### config.mk
export PLATFORM = sky130hd
export DESIGN_NAME = mem_arbiter
export DESIGN_NICKNAME = d
export VERILOG_FILES = /design/src/rtl/mem_arb_pkg.sv /design/src/rtl/rr_pick2.sv /design/src/rtl/mem_arbiter.sv
export SDC_FILE = /design/constraint.sdc
export NUM_CORES = 1
export LEC_CHECK = 0
export ABC_CLOCK_PERIOD_IN_PS = 2270
export CORE_AREA = 2 2 288 290
export DETAILED_ROUTE_END_ITERATION = 7
export DIE_AREA = 0 0 290 292
export DONT_BUFFER_PORTS = 1
export PLACE_DENSITY = 0.33
export SYNTH_ARGS = -nofsm -noshare
export SYNTH_HDL_FRONTEND = slang
export SYNTH_HIERARCHICAL = 1
export SYNTH_SLANG_ARGS = --single-unit
### constraint.sdc
create_clock -name clk -period 2.27 [get_ports clk]
set_input_delay 0.681 -clock clk [delete_from_list [all_inputs] [get_ports clk]]
set_output_delay 0.681 -clock clk [all_outputs]
set_load 0.03 [all_outputs]
### src/rtl/mem_arb_pkg.sv
// Shared types for the I/D cache to main-memory arbiter.
// FSM states, grant encoding and default bus widths.
package mem_arb_pkg;

    localparam int ADDR_W_DEF = 28;
    localparam int DATA_W_DEF = 128;

    typedef enum logic [1:0] {
        ST_IDLE  = 2'd0,
        ST_GNT_I = 2'd1,
        ST_GNT_D = 2'd2,
        ST_DRAIN = 2'd3
    } arb_state_t;

    // Grant encoding doubles as the request-vector bit index.
    localparam logic GNT_I = 1'b0;
    localparam logic GNT_D = 1'b1;

endpackage

### src/rtl/rr_pick2.sv
// Combinational 2-way round-robin picker; zero latency, no backpressure.
// On a tie the requester not served last wins.
module rr_pick2 (
    input  logic [1:0] i_req,
    input  logic       i_last,
    output logic       o_gnt,
    output logic       o_valid
);

    always_comb begin
        o_valid = |i_req;
        if (i_req == 2'b11) begin
            o_gnt = ~i_last;
        end else begin
            o_gnt = i_req[1];
        end
    end

endmodule

### src/rtl/mem_arbiter.sv
// Serialises I-cache and D-cache block transfers onto one memory port; command registered one cycle after grant.
// Requests are levels held until the cycle-aligned *_mem_ready pulse; a drain window follows every completion.
module mem_arbiter
    import mem_arb_pkg::*;
#(
    parameter int ADDR_W    = ADDR_W_DEF,
    parameter int DATA_W    = DATA_W_DEF,
    parameter int DRAIN_CYC = 1
) (
    input  logic              clk,
    input  logic              proc_reset_n,
    input  logic              i_mem_read,
    input  logic [ADDR_W-1:0] i_mem_addr,
    output logic [DATA_W-1:0] i_mem_rdata,
    output logic              i_mem_ready,
    input  logic              d_mem_read,
    input  logic              d_mem_write,
    input  logic [ADDR_W-1:0] d_mem_addr,
    input  logic [DATA_W-1:0] d_mem_wdata,
    output logic [DATA_W-1:0] d_mem_rdata,
    output logic              d_mem_ready,
    output logic              mem_read,
    output logic              mem_write,
    output logic [ADDR_W-1:0] mem_addr,
    output logic [DATA_W-1:0] mem_wdata,
    input  logic [DATA_W-1:0] mem_rdata,
    input  logic              mem_ready
);

    localparam logic [1:0] DRAIN_LD = DRAIN_CYC[1:0];

    arb_state_t        r_state;
    logic              r_last_gnt;
    logic [1:0]        r_drain_cnt;
    logic              r_mem_read;
    logic              r_mem_write;
    logic [ADDR_W-1:0] r_mem_addr;
    logic [DATA_W-1:0] r_mem_wdata;

    logic              w_i_req;
    logic              w_d_req;
    logic              w_pick_gnt;
    logic              w_pick_vld;

    assign w_i_req = i_mem_read;
    assign w_d_req = d_mem_read | d_mem_write;

    rr_pick2 u_pick (
        .i_req   ({w_d_req, w_i_req}),
        .i_last  (r_last_gnt),
        .o_gnt   (w_pick_gnt),
        .o_valid (w_pick_vld)
    );

    always_ff @(posedge clk or negedge proc_reset_n) begin
        if (!proc_reset_n) begin
            r_state     <= ST_IDLE;
            r_last_gnt  <= GNT_I;
            r_drain_cnt <= 2'd0;
            r_mem_read  <= 1'b0;
            r_mem_write <= 1'b0;
            r_mem_addr  <= '0;
            r_mem_wdata <= '0;
        end else begin
            case (r_state)
                ST_IDLE: begin
                    if (w_pick_vld) begin
                        r_last_gnt <= w_pick_gnt;
                        if (w_pick_gnt == GNT_D) begin
                            r_state     <= ST_GNT_D;
                            r_mem_addr  <= d_mem_addr;
                            r_mem_wdata <= d_mem_wdata;
                            // Write-back takes precedence over a concurrent read.
                            r_mem_write <= d_mem_write;
                            r_mem_read  <= ~d_mem_write;
                        end else begin
                            r_state     <= ST_GNT_I;
                            r_mem_addr  <= i_mem_addr;
                            r_mem_read  <= 1'b1;
                            r_mem_write <= 1'b0;
                        end
                    end
                end
                ST_GNT_I, ST_GNT_D: begin
                    if (mem_ready) begin
                        r_mem_read  <= 1'b0;
                        r_mem_write <= 1'b0;
                        r_drain_cnt <= DRAIN_LD;
                        r_state     <= ST_DRAIN;
                    end
                end
                ST_DRAIN: begin
                    if (r_drain_cnt <= 2'd1) begin
                        r_drain_cnt <= 2'd0;
                        r_state     <= ST_IDLE;
                    end else begin
                        r_drain_cnt <= r_drain_cnt - 2'd1;
                    end
                end
                default: r_state <= ST_IDLE;
            endcase
        end
    end

    assign mem_read    = r_mem_read;
    assign mem_write   = r_mem_write;
    assign mem_addr    = r_mem_addr;
    assign mem_wdata   = r_mem_wdata;

    assign i_mem_rdata = mem_rdata;
    assign d_mem_rdata = mem_rdata;
    assign i_mem_ready = (r_state == ST_GNT_I) && mem_ready;
    assign d_mem_ready = (r_state == ST_GNT_D) && mem_ready;

endmodule

==> metrics.cfg, run 1 <==
[outcome]
status = finished, violations left
violations = negative hold slack

[synthesis]
synth_edf_count = 0
syn_inst = 696
seq_area_frac_synth_pct = 46.0
yosys_warnings = 6
synth_common_cells = buf_4, dfrtp_1, mux2_4, mux2i_1
syn_area_mm2 = 0.00886
synth.avg_cell_area_um2 = 12.7
ys_types = 25
yosysMostFrequentCell = buf_4
ys.flop_type = dfrtp_1
synth_top_cell_by_area = dfrtp_1
synth_top_area_share_pct = 46.0
ys_ff_latch = 163
synth_nets = 1019
synth.area.top_cells = dfrtp_1, buf_4, mux2_4
async_reset_ff_share_pct = 100

[power]
power_uw = 15300
p_clk_share_pct = 19.2
p_comb_share_pct = 25.2
peakVddDrop_v = 0.000625
power_density_mw_per_mm2 = 1730
intPower_uw = 8260
seq_power_share_pct = 55.6
p_switching_uw = 7070
p_sw_share_pct = 46.1
p_leak_uw = 0.00382

[setup_path]
crit_fanout = 4
reg2regPathDepth = 6
rrSetupSlack_ns = 0.38
worstPathArrival_ns = 1.43
end_kind = primary output
criticalPathCategory = flip-flop to primary output
worst_setup_path_start_kind = flip-flop
r2r-start = r_state[0]$_DFFE_PN0P_
crit_required_ns = 1.59
reg2reg_to = mem_addr[10]$_DFFE_PN0P_

[timing]
tightest_slew_ns = 0.679
maxSlewViolCount = 0
fmax_ghz = 0.473
period_share_pct = 93.0
relSlewSlack_pct = 54.8
fin_skew_ns = 0.0110
period_needed_ns = 2.11
finalHoldViolations = 163
fin_hold_ws_ns = -0.123
rsz0062_at_grt = no
setup_ws_ns = 0.158
finalSetupViolCount = 0

[finish]
diodes = 0
area_growth_pct = 0.0423
fillers = 9180
drive_above_1_share_pct = 38.9
regArea_mm2 = 0.00408
post-route-util_pct = 10.9
multi_input_area_mm2 = 0.00267
nets = 770

[floorplanning]
die_h_um = 292
dieArea_mm2 = 0.0847
rows = 105
core_area_mm2 = 0.0816
die_w_um = 290
start_util_pct = 10.9
num_io_pins = 734

[global_route]
antenna_found_initial = 0
grt_first_pass_wirelength_um = 32900
overflow = 0
grt_max_degree = 164
grt_pass1_vias = 4347
grt.total_usage_pct = 5.61

[clock_network]
cts-buffers-inserted = 17
cts_tree = done
cts_max_path_buffers = 2
clock_sinks = 163
cts_setup_buffers = 0
htree_levels = 4
clkLatencyLatePin_ns = 0.49
clk_pin_slew_ns = 0.08
cts-root-buf = clkbuf_16

[placed_design]
place_congestion = 0.652
dp_slack_ns = -0.139
io_buffers = 0
hpwl_um = 17400

[routing]
ant_nets = 0
drt-pass1-iter-count = 4
detail_route.wl_per_cell_um = 15.5
drc = 0
num_vias = 3817
drt_iter0_drc = 125
routed_wl_um = 23700
vias_per_cell = 2.49

[min_path]
hp-class = primary input to async pin

[run]
cap_violations = 0

## routing by layer
| layer | share of wire (%) | wire [µm] | track usage (%) |
|---|---|---|---|
| met5 | 0 | 0 | 0 |
| met4 | 7.0 | 1660 | 5.31 |
| met3 | 14 | 3310 | 3.96 |
| met2 | 48 | 11400 | 8.56 |
| met1 | 31 | 7330 | 4.83 |
## sequential cells by signal, summed over array words and instances, names as in the netlist
register     flops
r_drain_cnt      2
mem_read         1
mem_addr        28
mem_write        1
r_last_gnt       1
r_state          2
mem_wdata      128
## layout by cell type, fill, tap and decap left out
cell | synthesis | layout
and2_2 | 0 | 3
nand2_8 | 0 | 1
nand2b_1 | 2 | 2
inv_1 | 3 | 3
clkinvlp_4 | 0 | 2
clkbuf_1 | 2 | 1
mux2i_1 | 31 | 31
or2_1 | 1 | 1
a21oi_1 | 30 | 30
inv_6 | 0 | 6
clkinv_4 | 0 | 1
mux2_4 | 109 | 109
o211ai_1 | 1 | 1
a21boi_4 | 0 | 1
mux2_2 | 19 | 19
mux2_1 | 2 | 2
buf_12 | 0 | 8
dfrtp_1 | 163 | 163
nor2_1 | 30 | 30
inv_8 | 0 | 4
nand3_1 | 1 | 1
ha_1 | 5 | 5
nand2_1 | 5 | 5
and2_1 | 4 | 1
clkinv_8 | 0 | 1
clkbuf_16 | 0 | 17
or2_2 | 2 | 2
o211a_1 | 1 | 1
buf_4 | 257 | 5
o21ai_0 | 3 | 3
a211oi_1 | 1 | 1
## layout make-up
type,instances,area share (%)
Clock buffer,18,4.84
Tap cell,1070,15.1
Timing Repair Buffer,13,2.23
Inverter,3,0.127
Multi-Input combinational cell,249,30.1
Clock inverter,14,1.55
Sequential cell,163,46.0
## cells by family after synthesis
logic type	synth area share [%]
AOI/OAI and AO/OA	2.23
DFF	46.0
muxes	24.6
and+or+nand+nor	2.25
buffers and inverters	24.1
adders and majority gates	0.706
## how the worst max path moves through the flow
stage,start,to,slack [ns],depth (start not counted)
6_report,r_state[0]$_DFFE_PN0P_,d_mem_ready,0.16,3
5_1_grt,r_state[0]$_DFFE_PN0P_,d_mem_ready,0.02,3
4_1_cts,r_state[0]$_DFFE_PN0P_,d_mem_ready,0.05,3
3_5_place_dp,d_mem_write,mem_wdata[124]$_DFFE_PN0P_,-0.14,6
3_3_place_gp,d_mem_write,mem_wdata[124]$_DFFE_PN0P_,-0.13,6
2_1_floorplan,d_mem_write,mem_wdata[100]$_DFFE_PN0P_,-0.008,8
## worst max-delay path, stage by stage, from the launching register on
cell	delay, ns
dfrtp_1	0.40
inv_1	0.14
ha_1	0.17
and2_2	0.24
## through the flow
| step | instance area, µm² | hold slack, ns | setup TNS, ns | cells |
|---|---|---|---|---|
| 2_1_floorplan | 8860 | 0.385 | -0.768 | 696 |
| 3_3_place_gp | 8300 | 0.392 | -12.02 | 1498 |
| 3_5_place_dp | 8300 | 0.391 | -12.41 | 1498 |
| 4_1_cts | 8860 | -0.201 | 0 | 1530 |
| 5_1_grt | 8860 | -0.184 | 0 | 1530 |
| 6_report | 8860 | -0.123 | 0 | 1530 |
## power groups by stage
stage / sequential [µW] / clock (µW) / combinational [µW]
6_report: 8530 / 2950 / 3860
5_1_grt: 8720 / 3230 / 4230
4_1_cts: 8600 / 3170 / 3950
3_5_place_dp: 8610 / 0 / 3960
3_3_place_gp: 8680 / 0 / 3820
2_1_floorplan: 8030 / 0 / 4210
## what timing repair did
action                                  in CTS  in global routing
endpoints found under the setup margin       2                  0
hold endpoints to repair                   163                163
gates resized for setup                      2                  0
Power figures use the tool's default switching activity.
==> run 2, diff against run 1 <==
--- a/config.mk
+++ b/config.mk
@@ -5,12 +5,12 @@
 export SDC_FILE = /design/constraint.sdc
 export NUM_CORES = 1
 export LEC_CHECK = 0
-export ABC_CLOCK_PERIOD_IN_PS = 2270
+export ABC_CLOCK_PERIOD_IN_PS = 1800
 export CORE_AREA = 2 2 288 290
 export DETAILED_ROUTE_END_ITERATION = 7
 export DIE_AREA = 0 0 290 292
 export DONT_BUFFER_PORTS = 1
-export PLACE_DENSITY = 0.33
+export PLACE_DENSITY = 0.34
 export SYNTH_ARGS = -nofsm -noshare
 export SYNTH_HDL_FRONTEND = slang
 export SYNTH_HIERARCHICAL = 1
==> constraint.sdc (replaced) <==
create_clock -name clk -period 1.8 [get_ports clk]
set_input_delay 0.54 -clock clk [delete_from_list [all_inputs] [get_ports clk]]
set_output_delay 0.54 -clock clk [all_outputs]
set_load 0.03 [all_outputs]
==> metrics.cfg, run 2 (same netlist as run 1, synthesis figures left out) <==
[floorplanning]
die_h_um = 292  ; unchanged
die_w_um = 290  ; unchanged
rows = 105  ; unchanged
num_io_pins = 734  ; unchanged
dieArea_mm2 = 0.0847  ; unchanged
start_util_pct = 10.9  ; unchanged
core_area_mm2 = 0.0816  ; unchanged

[global_route]
overflow = 0  ; unchanged
grt_first_pass_wirelength_um = 33200  ; +0.67%
grt_max_degree = 164  ; unchanged
grt.total_usage_pct = 5.70  ; +0.099 points
antenna_found_initial = 0  ; unchanged
grt_pass1_vias = 4506  ; +3.7%

[finish]
diodes = 0  ; unchanged
mostFrequentLayoutCell = dfrtp_1
nets = 803  ; +4.3%
area_growth_pct = 7.82
final_cell_mix = dfrtp_1, mux2_4, nor2_1, a21oi_1, mux2i_1
largest_reg_flops = 128  ; unchanged
drive_above_1_share_pct = 44.4  ; +5.5 points

[routing]
drt_iter0_drc = 95  ; -24%
vias_per_cell = 2.55  ; +2.2%
drc = 0  ; unchanged
detail_route.wl_per_cell_um = 15.5  ; +0.24%
num_vias = 3985  ; +4.4%
ant_nets = 0  ; unchanged
drt-pass1-iter-count = 4  ; unchanged
routed_wl_um = 24200  ; +2.4%

[clock_network]
htree_levels = 4  ; unchanged
cts_tree = done
cts-buffers-inserted = 17  ; unchanged
cts_max_path_buffers = 2  ; unchanged
clock_sinks = 163  ; unchanged
clk_pin_slew_ns = 0.08  ; about the same
clkLatencyLatePin_ns = 0.51  ; +0.02 ns
cts-root-buf = clkbuf_16

[timing]
fin_skew_ns = 0.0244  ; +0.0134 ns
period_share_pct = 106
maxSlewViolCount = 0  ; unchanged
finalHoldViolations = 163  ; unchanged
relSlewSlack_pct = 71.6  ; +17 points
tightest_slew_ns = 0.426  ; -0.253 ns
fmax_ghz = 0.523
period_needed_ns = 1.91
fin_setup_tns_ns = -4.63  ; -4.63 ns
rsz0062_at_grt = yes
fin_hold_ws_ns = -0.275  ; -0.153 ns
finalSetupViolCount = 98  ; +98
setup_ws_ns = -0.110  ; -0.269 ns

[placed_design]
io_buffers = 0  ; unchanged
place_congestion = 0.664  ; +1.9%
hpwl_um = 16100  ; -7.5%
dp_slack_ns = -0.434  ; -0.295 ns

[setup_path]
crit_required_ns = 1.26  ; -0.33 ns
end_kind = primary output
r2r-start = r_state[0]$_DFFE_PN0P_
worst_setup_path_start_kind = flip-flop
reg2reg_to = mem_wdata[52]$_DFFE_PN0P_
crit_fanout = 2  ; -2
criticalPathCategory = flip-flop to primary output
reg2regPathDepth = 8  ; +2
startpoint = r_state[0]$_DFFE_PN0P_
worstPathArrival_ns = 1.37  ; -0.06 ns
rrSetupSlack_ns = -0.08  ; -0.46 ns

[run]
cap_violations = 0  ; unchanged

[power]
power_density_mw_per_mm2 = 2180  ; +26%
power_uw = 20800  ; +36%
p_leak_uw = 0.00415  ; +8.7%
peakVddDrop_v = 0.000764  ; +22%

[outcome]
violations = negative hold slack, negative setup slack
status = finished, violations left

[min_path]
hp-class = primary input to async pin

[run 2: changes by cell type in the layout (fill, tap and decap cells not counted), sizes merged, moves of 2 or more]
cell	delta
buf	+27
bufinv	+2
clkbuf	+5
clkinv	+2
inv	-4
nand2	+2
[run 2: worst max-delay path by stage]
stage / to
after floorplan: mem_wdata[100]$_DFFE_PN0P_
after global placement: mem_wdata[86]$_DFFE_PN0P_
after detailed placement: mem_wdata[17]$_DFFE_PN0P_
after CTS: d_mem_ready
after global routing: d_mem_ready
final: d_mem_ready
[run 2: stage by stage]
| stage | util [%] | std cells | hold slack [ns] | cell area, µm² |
|---|---|---|---|---|
| CTS | 11.4 | 1552 | -0.355 | 9310 |
| finish | 11.7 | 1563 | -0.275 | 9550 |
| floorplan | - | 696 | 0.244 | 8980 |
| global placement | 10.2 | 1504 | 0.248 | 8330 |
| detailed placement | 10.2 | 1504 | 0.248 | 8330 |
| global route | 11.7 | 1563 | -0.340 | 9550 |
[run 2: cell type report]
| type | count | area (µm²) |
|---|---|---|
| fill | 9120 | 72000 |
| sequential | 163 | 4080 |
| multi-input combinational | 251 | 2770 |
| tap | 1070 | 1340 |
| timing repair buffer | 44 | 742 |
| clock buffer | 19 | 443 |
| clock inverter | 13 | 165 |
| inverter | 3 | 11.3 |
[run 2: power by group]
group / switching, µW / total, µW / internal [µW]
Combinational: 2180 / 6160 / 3980
Sequential: 5170 / 10700 / 5490
Clock: 1840 / 3960 / 2120
Total: 9190 / 20800 / 11600
[run 2: critical path, cell delays in order (launching register included)]
cell     delay, ns
dfrtp_1       0.41
inv_2         0.07
buf_6         0.10
ha_4          0.11
and2_4        0.19
[run 2: timing repair]
item	in CTS	in global routing
setup endpoints to repair	40	119
buffers inserted	8	7
pin swaps	5	4
hold endpoints to repair	163	163
resized for setup	31	12
gates cloned	8	5
[run 2: layer usage]
metal  share of wire [%]  global-route usage [%]
met5                   0                       0
met2                  48                    8.79
met4                 7.5                    5.95
met1                  34                    5.21
met3                  10                    3.12
